<file path="config.mk">
export PLATFORM = sky130hd
export DESIGN_NAME = alu_share_arb_flat
export DESIGN_NICKNAME = d
export VERILOG_FILES = /design/src/rtl/alu_share_arb_pkg.sv /design/src/rtl/alu_share_arb_if.sv /design/src/rtl/alu_share_arb_rr_arb2.sv /design/src/rtl/alu_share_arb.sv /design/src/flat_wrapper.sv
export SDC_FILE = /design/constraint.sdc
export NUM_CORES = 1
export LEC_CHECK = 0
export ABC_AREA = 1
export CAP_MARGIN = 20
export CORE_MARGIN = 5
export CORE_UTILIZATION = 39
export DETAILED_ROUTE_END_ITERATION = 8
export PLACE_DENSITY = 0.76
export SLEW_MARGIN = 30
export SYNTH_ARGS = -nofsm -noshare
export SYNTH_HDL_FRONTEND = slang
export SYNTH_HIERARCHICAL = 1
export SYNTH_SLANG_ARGS = --single-unit
</file>
<file path="constraint.sdc">
create_clock -name clk_i -period 1.6 [get_ports clk_i]
set_clock_uncertainty 0.1 [all_clocks]
set_input_delay 0.16 -clock clk_i [delete_from_list [all_inputs] [get_ports clk_i]]
set_output_delay 0.16 -clock clk_i [all_outputs]
set_load 0.05 [all_outputs]
</file>
<file path="src/rtl/alu_share_arb_pkg.sv">
// Shared types and constants for the alu_share_arb slice: widths, ALU control
// codes and the sequencer state encoding.
package alu_share_arb_pkg;

  localparam int DATA_W  = 32;
  localparam int CTRL_W  = 4;
  localparam int SHAMT_W = 5;

  localparam logic [CTRL_W-1:0] ALU_AND  = 4'b0000;
  localparam logic [CTRL_W-1:0] ALU_OR   = 4'b0001;
  localparam logic [CTRL_W-1:0] ALU_ADD  = 4'b0010;
  localparam logic [CTRL_W-1:0] ALU_BEQ  = 4'b0011;
  localparam logic [CTRL_W-1:0] ALU_SUB  = 4'b0110;
  localparam logic [CTRL_W-1:0] ALU_SLT  = 4'b0111;
  localparam logic [CTRL_W-1:0] ALU_BNE  = 4'b1001;
  localparam logic [CTRL_W-1:0] ALU_LUI  = 4'b1011;
  localparam logic [CTRL_W-1:0] ALU_SRA  = 4'b1110;
  localparam logic [CTRL_W-1:0] ALU_SRAV = 4'b1111;

  typedef enum logic [1:0] {
    ST_IDLE = 2'd0,
    ST_EXEC = 2'd1,
    ST_RESP = 2'd2
  } state_e;

  // One-hot client select from a single owner bit (bit 0 = client 0).
  function automatic logic [1:0] owner_onehot(input logic owner);
    return {owner, ~owner};
  endfunction

endpackage

</file>
<file path="src/rtl/alu_share_arb_if.sv">
// Bundle of request, response and ALU-side signals of alu_share_arb.
// slave = the arbiter itself, master = clients plus the external ALU.
interface alu_share_arb_if;
  import alu_share_arb_pkg::*;

  logic               req0_valid_i;
  logic               req1_valid_i;
  logic               req0_ready_o;
  logic               req1_ready_o;
  logic [DATA_W-1:0]  req0_src1_i;
  logic [DATA_W-1:0]  req0_src2_i;
  logic [DATA_W-1:0]  req1_src1_i;
  logic [DATA_W-1:0]  req1_src2_i;
  logic [CTRL_W-1:0]  req0_ctrl_i;
  logic [CTRL_W-1:0]  req1_ctrl_i;
  logic [SHAMT_W-1:0] req0_shamt_i;
  logic [SHAMT_W-1:0] req1_shamt_i;
  logic               rsp0_valid_o;
  logic               rsp1_valid_o;
  logic               rsp0_ready_i;
  logic               rsp1_ready_i;
  logic [DATA_W-1:0]  rsp_result_o;
  logic               rsp_zero_o;
  logic [DATA_W-1:0]  alu_src1_o;
  logic [DATA_W-1:0]  alu_src2_o;
  logic [CTRL_W-1:0]  alu_ctrl_o;
  logic [SHAMT_W-1:0] alu_shamt_o;
  logic [DATA_W-1:0]  alu_result_i;
  logic               alu_zero_i;

  modport slave (
    input  req0_valid_i, req1_valid_i,
    input  req0_src1_i, req0_src2_i, req1_src1_i, req1_src2_i,
    input  req0_ctrl_i, req1_ctrl_i, req0_shamt_i, req1_shamt_i,
    input  rsp0_ready_i, rsp1_ready_i,
    input  alu_result_i, alu_zero_i,
    output req0_ready_o, req1_ready_o,
    output rsp0_valid_o, rsp1_valid_o, rsp_result_o, rsp_zero_o,
    output alu_src1_o, alu_src2_o, alu_ctrl_o, alu_shamt_o
  );

  modport master (
    output req0_valid_i, req1_valid_i,
    output req0_src1_i, req0_src2_i, req1_src1_i, req1_src2_i,
    output req0_ctrl_i, req1_ctrl_i, req0_shamt_i, req1_shamt_i,
    output rsp0_ready_i, rsp1_ready_i,
    output alu_result_i, alu_zero_i,
    input  req0_ready_o, req1_ready_o,
    input  rsp0_valid_o, rsp1_valid_o, rsp_result_o, rsp_zero_o,
    input  alu_src1_o, alu_src2_o, alu_ctrl_o, alu_shamt_o
  );

endinterface

</file>
<file path="src/rtl/alu_share_arb_rr_arb2.sv">
// Two-way grant generator. With ALU_SHARE_ARB_RR_EN defined it is round-robin
// with a last-winner pointer; otherwise fixed priority to client 0, no state.
module rr_arb2 (
  input  logic [1:0] req,
  output logic [1:0] grant
`ifdef ALU_SHARE_ARB_RR_EN
  ,
  input  logic       clk,
  input  logic       rst,
  input  logic       update
`endif
);

`ifdef ALU_SHARE_ARB_RR_EN
  logic last_r;

  // Pointer remembers the most recent winner; reset value lets client 0 win the first tie.
  always_ff @(posedge clk) begin
    if (rst) begin
      last_r <= 1'b1;
    end else if (update) begin
      last_r <= grant[1];
    end else begin
      last_r <= last_r;
    end
  end

  // On a tie the client that did not win last time is served.
  always_comb begin
    grant = 2'b00;
    if (req == 2'b11) begin
      if (last_r) begin
        grant = 2'b01;
      end else begin
        grant = 2'b10;
      end
    end else begin
      grant = req;
    end
  end
`else
  // Client 0 always wins; client 1 only when client 0 is idle.
  always_comb begin
    grant = 2'b00;
    if (req[0]) begin
      grant = 2'b01;
    end else begin
      grant = {req[1], 1'b0};
    end
  end
`endif

endmodule

</file>
<file path="src/rtl/alu_share_arb.sv">
// Arbiter/sequencer sharing one combinational ALU between two clients.
// Optional round-robin arbitration via ALU_SHARE_ARB_RR_EN (fixed priority otherwise).
module alu_share_arb
  import alu_share_arb_pkg::*;
(
  input logic            clk_i,
  input logic            rst_i,
  alu_share_arb_if.slave bus
);

  state_e             state_r;
  state_e             state_nxt_s;
  logic [1:0]         req_s;
  logic [1:0]         grant_s;
  logic [1:0]         ready_s;
  logic [1:0]         rsp_vld_s;
  logic               hs_s;
  logic               rsp_ack_s;
  logic               owner_r;
  logic [DATA_W-1:0]  src1_r;
  logic [DATA_W-1:0]  src2_r;
  logic [CTRL_W-1:0]  ctrl_r;
  logic [SHAMT_W-1:0] shamt_r;
  logic [DATA_W-1:0]  result_r;
  logic               zero_r;

  assign req_s = {bus.req1_valid_i, bus.req0_valid_i};

  rr_arb2 u_arb (
    .req    (req_s),
    .grant  (grant_s)
`ifdef ALU_SHARE_ARB_RR_EN
    ,
    .clk    (clk_i),
    .rst    (rst_i),
    .update (hs_s)
`endif
  );

  // Grant is only offered while idle and out of reset, so at most one ready is high.
  assign ready_s          = (state_r == ST_IDLE && !rst_i) ? grant_s : 2'b00;
  assign hs_s             = |ready_s;
  assign rsp_ack_s        = owner_r ? bus.rsp1_ready_i : bus.rsp0_ready_i;
  assign rsp_vld_s        = (state_r == ST_RESP) ? owner_onehot(owner_r) : 2'b00;

  assign bus.req0_ready_o = ready_s[0];
  assign bus.req1_ready_o = ready_s[1];
  assign bus.rsp0_valid_o = rsp_vld_s[0];
  assign bus.rsp1_valid_o = rsp_vld_s[1];
  assign bus.rsp_result_o = result_r;
  assign bus.rsp_zero_o   = zero_r;
  assign bus.alu_src1_o   = src1_r;
  assign bus.alu_src2_o   = src2_r;
  assign bus.alu_ctrl_o   = ctrl_r;
  assign bus.alu_shamt_o  = shamt_r;

  // Sequencer state register.
  always_ff @(posedge clk_i) begin
    if (rst_i) begin
      state_r <= ST_IDLE;
    end else begin
      state_r <= state_nxt_s;
    end
  end

  // Next-state logic: one op at a time, response must be taken before the next grant.
  always_comb begin
    state_nxt_s = state_r;
    case (state_r)
      ST_IDLE: begin
        if (hs_s) begin
          state_nxt_s = ST_EXEC;
        end else begin
          state_nxt_s = ST_IDLE;
        end
      end
      ST_EXEC: begin
        state_nxt_s = ST_RESP;
      end
      ST_RESP: begin
        if (rsp_ack_s) begin
          state_nxt_s = ST_IDLE;
        end else begin
          state_nxt_s = ST_RESP;
        end
      end
      default: begin
        state_nxt_s = ST_IDLE;
      end
    endcase
  end

  // Operand register: loads only on handshake so the ALU never sees raw client inputs.
  always_ff @(posedge clk_i) begin
    if (rst_i) begin
      owner_r <= 1'b0;
      src1_r  <= '0;
      src2_r  <= '0;
      ctrl_r  <= '0;
      shamt_r <= '0;
    end else if (hs_s) begin
      owner_r <= grant_s[1];
      if (grant_s[1]) begin
        src1_r  <= bus.req1_src1_i;
        src2_r  <= bus.req1_src2_i;
        ctrl_r  <= bus.req1_ctrl_i;
        shamt_r <= bus.req1_shamt_i;
      end else begin
        src1_r  <= bus.req0_src1_i;
        src2_r  <= bus.req0_src2_i;
        ctrl_r  <= bus.req0_ctrl_i;
        shamt_r <= bus.req0_shamt_i;
      end
    end
  end

  // Response register: samples the ALU at the end of EXEC and holds through RESP.
  always_ff @(posedge clk_i) begin
    if (rst_i) begin
      result_r <= '0;
      zero_r   <= 1'b0;
    end else if (state_r == ST_EXEC) begin
      result_r <= bus.alu_result_i;
      zero_r   <= bus.alu_zero_i;
    end
  end

endmodule

</file>
<file path="src/flat_wrapper.sv">
// flat-port wrapper written by rule: the top's interface ports become plain ports
module alu_share_arb_flat import alu_share_arb_pkg::*;
  (clk_i, rst_i, bus_req0_valid_i, bus_req1_valid_i, bus_req0_src1_i, bus_req0_src2_i, bus_req1_src1_i, bus_req1_src2_i, bus_req0_ctrl_i, bus_req1_ctrl_i, bus_req0_shamt_i, bus_req1_shamt_i, bus_rsp0_ready_i, bus_rsp1_ready_i, bus_alu_result_i, bus_alu_zero_i, bus_req0_ready_o, bus_req1_ready_o, bus_rsp0_valid_o, bus_rsp1_valid_o, bus_rsp_result_o, bus_rsp_zero_o, bus_alu_src1_o, bus_alu_src2_o, bus_alu_ctrl_o, bus_alu_shamt_o);
  alu_share_arb_if bus_i ();
  input logic clk_i;
  input logic rst_i;
  input wire logic [$bits(bus_i.req0_valid_i)-1:0] bus_req0_valid_i;
  input wire logic [$bits(bus_i.req1_valid_i)-1:0] bus_req1_valid_i;
  input wire logic [$bits(bus_i.req0_src1_i)-1:0] bus_req0_src1_i;
  input wire logic [$bits(bus_i.req0_src2_i)-1:0] bus_req0_src2_i;
  input wire logic [$bits(bus_i.req1_src1_i)-1:0] bus_req1_src1_i;
  input wire logic [$bits(bus_i.req1_src2_i)-1:0] bus_req1_src2_i;
  input wire logic [$bits(bus_i.req0_ctrl_i)-1:0] bus_req0_ctrl_i;
  input wire logic [$bits(bus_i.req1_ctrl_i)-1:0] bus_req1_ctrl_i;
  input wire logic [$bits(bus_i.req0_shamt_i)-1:0] bus_req0_shamt_i;
  input wire logic [$bits(bus_i.req1_shamt_i)-1:0] bus_req1_shamt_i;
  input wire logic [$bits(bus_i.rsp0_ready_i)-1:0] bus_rsp0_ready_i;
  input wire logic [$bits(bus_i.rsp1_ready_i)-1:0] bus_rsp1_ready_i;
  input wire logic [$bits(bus_i.alu_result_i)-1:0] bus_alu_result_i;
  input wire logic [$bits(bus_i.alu_zero_i)-1:0] bus_alu_zero_i;
  output wire logic [$bits(bus_i.req0_ready_o)-1:0] bus_req0_ready_o;
  output wire logic [$bits(bus_i.req1_ready_o)-1:0] bus_req1_ready_o;
  output wire logic [$bits(bus_i.rsp0_valid_o)-1:0] bus_rsp0_valid_o;
  output wire logic [$bits(bus_i.rsp1_valid_o)-1:0] bus_rsp1_valid_o;
  output wire logic [$bits(bus_i.rsp_result_o)-1:0] bus_rsp_result_o;
  output wire logic [$bits(bus_i.rsp_zero_o)-1:0] bus_rsp_zero_o;
  output wire logic [$bits(bus_i.alu_src1_o)-1:0] bus_alu_src1_o;
  output wire logic [$bits(bus_i.alu_src2_o)-1:0] bus_alu_src2_o;
  output wire logic [$bits(bus_i.alu_ctrl_o)-1:0] bus_alu_ctrl_o;
  output wire logic [$bits(bus_i.alu_shamt_o)-1:0] bus_alu_shamt_o;
  assign bus_i.req0_valid_i = bus_req0_valid_i;
  assign bus_i.req1_valid_i = bus_req1_valid_i;
  assign bus_i.req0_src1_i = bus_req0_src1_i;
  assign bus_i.req0_src2_i = bus_req0_src2_i;
  assign bus_i.req1_src1_i = bus_req1_src1_i;
  assign bus_i.req1_src2_i = bus_req1_src2_i;
  assign bus_i.req0_ctrl_i = bus_req0_ctrl_i;
  assign bus_i.req1_ctrl_i = bus_req1_ctrl_i;
  assign bus_i.req0_shamt_i = bus_req0_shamt_i;
  assign bus_i.req1_shamt_i = bus_req1_shamt_i;
  assign bus_i.rsp0_ready_i = bus_rsp0_ready_i;
  assign bus_i.rsp1_ready_i = bus_rsp1_ready_i;
  assign bus_i.alu_result_i = bus_alu_result_i;
  assign bus_i.alu_zero_i = bus_alu_zero_i;
  assign bus_req0_ready_o = bus_i.req0_ready_o;
  assign bus_req1_ready_o = bus_i.req1_ready_o;
  assign bus_rsp0_valid_o = bus_i.rsp0_valid_o;
  assign bus_rsp1_valid_o = bus_i.rsp1_valid_o;
  assign bus_rsp_result_o = bus_i.rsp_result_o;
  assign bus_rsp_zero_o = bus_i.rsp_zero_o;
  assign bus_alu_src1_o = bus_i.alu_src1_o;
  assign bus_alu_src2_o = bus_i.alu_src2_o;
  assign bus_alu_ctrl_o = bus_i.alu_ctrl_o;
  assign bus_alu_shamt_o = bus_i.alu_shamt_o;
  alu_share_arb u_core (.clk_i(clk_i), .rst_i(rst_i), .bus(bus_i));
endmodule
</file>
==> impl_metrics.py, run 1 <==
metrics = {
    "sta": {
        "fin_ws_ns": 0.0686,
        "maxSlewHeadroom": 0.743,
        "tightest_slew_ns": 0.385,
        "setup_viol": 0,
        "slew_viol_final": 0,
        "min_period_ns": 1.53,
        "rsz0062_at_grt": "true",
        "max_freq_mhz": 653,
        "post-route-period-util": 0.957,
        "hold_viol": 0,
    },
    "synth": {
        "ys.flop_type": "dfxtp_1",
        "synthesis.nets": 1060,
        "syn_area_sq_um": 5430,
        "syn_avg_cell_area_sq_um": 6.21,
        "synth-seq-cells": 109,
        "synth_warnings": 6,
        "yosysSeqAreaShare": 0.402,
        "async_flop_share": 0,
        "netlist_instances": 875,
        "synth_edf_count": 0,
        "synth.distinct_cells": 17,
    },
    "placement": {
        "place_hpwl_um": 13700,
        "pre_cts_ws_ns": -0.214,
        "port_buffers": 294,
        "placed_area_sq_um": 8440,
        "gp_congestion": 0.829,
    },
    "layout": {
        "synthToLayoutAreaGrowth_pct": 63.0,
        "fin_nets": 1344,
        "drive_above_1_share": 0.152,
        "layout_commonest_cell": "nor2_1",
        "final_cell_mix": "212 x nor2_1, 184 x clkdlybuf4s50_1, 150 x inv_1",
        "final_area_sq_um": 8850,
        "diodes": 0,
    },
    "floorplan": {
        "core-area_sq_um": 13800,
        "start_util": 0.394,
        "pin_count": 295,
        "die_w_um": 128,
        "fp.dieH_um": 128,
        "row_count": 43,
        "die-area_sq_um": 16400,
    },
    "cts": {
        "insertion_delay_ns": 0.34,
        "cts_sinks": 109,
        "cts_made_buffers": 9,
        "cts-root-buf": "clkbuf_16",
        "cts_max_path_buffers": 2,
        "tritoncts": "done",
        "htreeDepth": 3,
        "path_clk_slew_ns": 0.07,
    },
    "setup_path": {
        "crit_path_cell_trace": "nor2_4 > nand3_4 > inv_2 > buf_12",
        "required_ns": 1.34,
        "criticalPathCategory": "flop to primary output",
        "crit_fanout": 9,
        "cpPeakStageDelay_ns": 0.36,
        "path_buf_inv": 2,
        "startpoint_type": "flop",
        "crit_arrival_ns": 1.27,
        "endpoint_kind": "primary output",
        "slowest_stage": "dfxtp_4",
        "crit_family": "flip-flops",
    },
    "job": {
        "drv_cap": 0,
    },
    "drt": {
        "first_pass_iters": 4,
        "drc_errors": 0,
        "wl_per_cell_um": 13.6,
        "postRouteAntennaNets": 0,
        "drtIter0Drc": 359,
        "routed_via_density": 4.49,
        "via_count": 6034,
        "wl_um": 18300,
    },
    "global_routing": {
        "grt_use_met3": 0.0863,
        "grt_pass1_wl_um": 27800,
        "grt.met1_usage": 0.229,
        "first_global_vias": 5654,
        "antenna_found_initial": 0,
        "use_met2": 0.373,
        "grt_usage": 0.211,
        "grt_busiest_layer": "met2",
        "overflow": 0,
        "grt_max_degree": 58,
    },
    "run_status": {
        "outcome": "completed",
    },
    "pwr": {
        "leakage_uw": 0.00446,
        "cellPowerDensity_nw_per_um2": 970,
        "ir_worst_vdd_uv": 1100,
    },
    "hold_path": {
        "hold_path.class": "input port to flop",
    },
}
cells by family after synthesis:
| logic type | after synthesis | synth area share |
|---|---|---|
| AOI/OAI and AO/OA | 109 | 0.102 |
| and+or+nand+nor | 443 | 0.328 |
| buffers and inverters | 214 | 0.168 |
| DFF | 109 | 0.402 |
worst reg2reg max path, stage by stage, from the launching register on:
cell and delay (ns):
dfxtp_4 0.36, nor2_4 0.15, buf_4 0.14, buf_4 0.10, o211ai_4 0.08, buf_12 0.20
nor2_1 0.17, nor2_1 0.06
cell type report:
class	count	area, sq um
well taps	180	225
inverters	156	586
fillers	1279	4920
clock buffers	12	246
repair buffers	331	3140
multi-input cells	552	2370
clock inverters	4	95.1
flip-flops and latches	109	2190
cell usage after synthesis, types with 2 or more instances:
cell type,number,area (sq um)
nor2_2,2,12.5
clkbuf_1,27,101
inv_1,154,578
nand2_1,149,559
a21oi_1,2,10.0
nand3_2,2,20.0
dfxtp_1,109,2180
nor2_1,215,807
nand3_1,74,370
buf_6,6,67.6
o21ai_0,106,531
buf_4,14,105
buf_2,11,55.1
stage by stage:
step / instances / power [uW] / utilization / hold slack, ns / TNS [ns]
after floorplan: 875 / 4880 / - / 0.129 / 0
after global placement: 1324 / 6030 / 0.613 / 0.383 / -9.43
after detailed placement: 1324 / 6050 / 0.613 / 0.391 / -11.45
after CTS: 1341 / 8660 / 0.640 / 0.278 / 0
after global routing: 1344 / 9020 / 0.643 / 0.282 / -0.0102
final: 1344 / 8580 / 0.643 / 0.295 / 0
where the power goes:
group          total (uW)  internal (uW)  switching (uW)
clock network        2580           1570            1000
registers            3120           2980             136
logic                2890           1140            1750
final timing paths:
| path | startpoint | end | slack, ns | cells after the start |
|---|---|---|---|---|
| max | u_core/state_r[1] | bus_req1_ready_o | 0.07 | 4 |
| min | bus_alu_result_i[25] | u_core/bus.rsp_result_o[25] | 0.30 | 3 |
| max reg2reg | u_core/state_r[1] | u_core/bus.alu_src2_o[20] | 0.14 | 7 |
| min reg2reg | u_core/bus.rsp_result_o[9] | u_core/bus.rsp_result_o[9] | 0.42 | 2 |
layer usage:
| metal | vias up | share of wire |
|---|---|---|
| met3 | 24 | 0.11 |
| met2 | 215 | 0.49 |
| met5 | - | 0 |
| met1 | 2616 | 0.38 |
| li1 | 3179 | - |
| met4 | 0 | 0.022 |
what timing repair did:
action,4_1_cts,5_1_grt
gates resized for setup,8,5
endpoints found under the setup margin,4,7
hold buffers,0,0
pin swaps,3,5
setup buffers,2,3
registers in the layout, indices dropped and copies added, names as in the netlist:
signal	cells
u_core/bus.rsp_zero_o	1
u_core/owner_r	1
u_core/bus.rsp_result_o	32
u_core/bus.alu_src1_o	32
u_core/state_r	2
u_core/bus.alu_src2_o	32
u_core/bus.alu_ctrl_o	4
u_core/bus.alu_shamt_o	5
Power figures use the tool's default switching activity.
==> run 2: changes to the inputs <==
--- a/config.mk
+++ b/config.mk
@@ -6,8 +6,9 @@
 export NUM_CORES = 1
 export LEC_CHECK = 0
 export ABC_AREA = 1
+export ABC_CLOCK_PERIOD_IN_PS = 1600
 export CAP_MARGIN = 20
-export CORE_MARGIN = 5
+export CORE_MARGIN = 10
 export CORE_UTILIZATION = 39
 export DETAILED_ROUTE_END_ITERATION = 8
 export PLACE_DENSITY = 0.76
==> impl_metrics.py, run 2 (synthesis results as in run 1) <==
metrics = {
    "placement": {
        "placed_area_sq_um": 8490,
        "port_buffers": 294,
        "place_hpwl_um": 15000,
        "gp_congestion": 0.864,
        "pre_cts_ws_ns": -0.165,
    },
    "sta": {
        "rsz0062_at_grt": "false",
        "hold_viol": 0,
        "min_period_ns": 1.54,
        "fin_ws_ns": 0.0583,
        "tns_ns": 0,
        "maxSlewHeadroom": 0.798,
        "hold_ws_ns": 0.289,
        "max_freq_mhz": 649,
        "post-route-period-util": 0.964,
        "tightest_slew_ns": 0.300,
        "slew_viol_final": 0,
        "setup_viol": 0,
    },
    "drt": {
        "routed_via_density": 4.53,
        "via_count": 6093,
        "drc_errors": 0,
        "postRouteAntennaNets": 0,
        "wl_um": 19400,
        "first_pass_iters": 5,
        "drtIter0Drc": 343,
        "wl_per_cell_um": 14.4,
    },
    "setup_path": {
        "crit_arrival_ns": 1.28,
        "criticalPathCategory": "flop to primary output",
        "path_buf_inv": 3,
        "required_ns": 1.34,
        "crit_top_cell": "buf_12",
        "endpoint_kind": "primary output",
        "cpPeakStageDelay_ns": 0.36,
        "crit_fanout": 5,
        "slowest_stage": "dfxtp_4",
        "crit_path_cell_trace": "nor2_4 > nand3_4 > buf_12 > inv_2 > buf_12",
        "startpoint_type": "flop",
        "crit_family": "flip-flops",
    },
    "floorplan": {
        "pin_count": 295,
        "die_w_um": 138,
        "fp.dieH_um": 138,
        "die-area_sq_um": 19000,
        "core-area_sq_um": 13800,
        "start_util": 0.394,
        "row_count": 43,
    },
    "layout": {
        "layout_commonest_cell": "nor2_1",
        "drive_above_1_share": 0.153,
        "diodes": 0,
        "synthToLayoutAreaGrowth_pct": 62.8,
        "final_area_sq_um": 8840,
        "fin_nets": 1346,
        "final_core_utilization": 0.642,
        "final_cell_mix": "213 x nor2_1, 183 x clkdlybuf4s50_1, 150 x inv_1",
    },
    "global_routing": {
        "grt_max_degree": 46,
        "overflow": 0,
        "grt_pass1_wl_um": 30800,
        "grt_usage": 0.194,
        "antenna_found_initial": 0,
        "first_global_vias": 5866,
    },
    "run_status": {
        "outcome": "completed",
    },
    "pwr": {
        "ir_worst_vdd_uv": 668,
        "leakage_uw": 0.00446,
        "cellPowerDensity_nw_per_um2": 934,
    },
    "cts": {
        "cts_max_path_buffers": 2,
        "cts-root-buf": "clkbuf_16",
        "path_clk_slew_ns": 0.07,
        "cts_made_buffers": 9,
        "htreeDepth": 3,
        "tritoncts": "done",
        "cts_sinks": 109,
        "insertion_delay_ns": 0.34,
    },
    "job": {
        "drv_cap": 0,
    },
    "hold_path": {
        "hold_path.class": "input port to flop",
    },
}
run 2: through the flow:
step	cells	power [uW]
global placement	1325	6060
detailed placement	1325	6080
finish	1345	8250
CTS	1344	8340
floorplan	875	4880
global route	1345	8690
run 2: worst register-to-register path: cells and delay by family (launching register included):
kind / cells / cell delay, ns
flip-flops: 1 / 0.36
buffers and inverters: 3 / 0.45
AND/OR/NAND/NOR: 5 / 0.50
run 2: final cells by class:
| type | instances | area, sq um |
|---|---|---|
| Fill cell | 1290 | 4930 |
| Clock inverter | 5 | 60.1 |
| Inverter | 156 | 586 |
| Multi-Input combinational cell | 552 | 2370 |
| Timing Repair Buffer | 333 | 3180 |
| Tap cell | 180 | 225 |
| Clock buffer | 10 | 229 |
| Sequential cell | 109 | 2190 |
run 2: final timing paths:
kind | end | slack (ns) | from | depth (start not counted)
max | bus_req0_ready_o | 0.06 | u_core/state_r[1] | 5
max reg2reg | u_core/bus.alu_src2_o[10] | 0.14 | u_core/state_r[1] | 8
min | u_core/bus.rsp_result_o[6] | 0.29 | bus_alu_result_i[6] | 3
min reg2reg | u_core/bus.rsp_result_o[1] | 0.42 | u_core/bus.rsp_result_o[1] | 2
run 2: routing by layer:
metal	track usage	part of all wire
met3	0.0774	0.10
met1	0.216	0.39
met5	0	0
met2	0.332	0.49
met4	0.0583	0.014
run 2: what timing repair did:
| item | 4_1_cts | 5_1_grt |
|---|---|---|
| hold buffers | 0 | 0 |
| pin swaps | 3 | 3 |
| setup buffers | 4 | 2 |
| endpoints found under the setup margin | 4 | 6 |
| resized for setup | 8 | 5 |
run 2: power by group:
group          total [uW]  internal (uW)  leakage, uW  switching, uW
clock network        2220           1210     0.000139           1010
logic                2920           1150      0.00342           1770
registers            3110           2980     0.000900            135
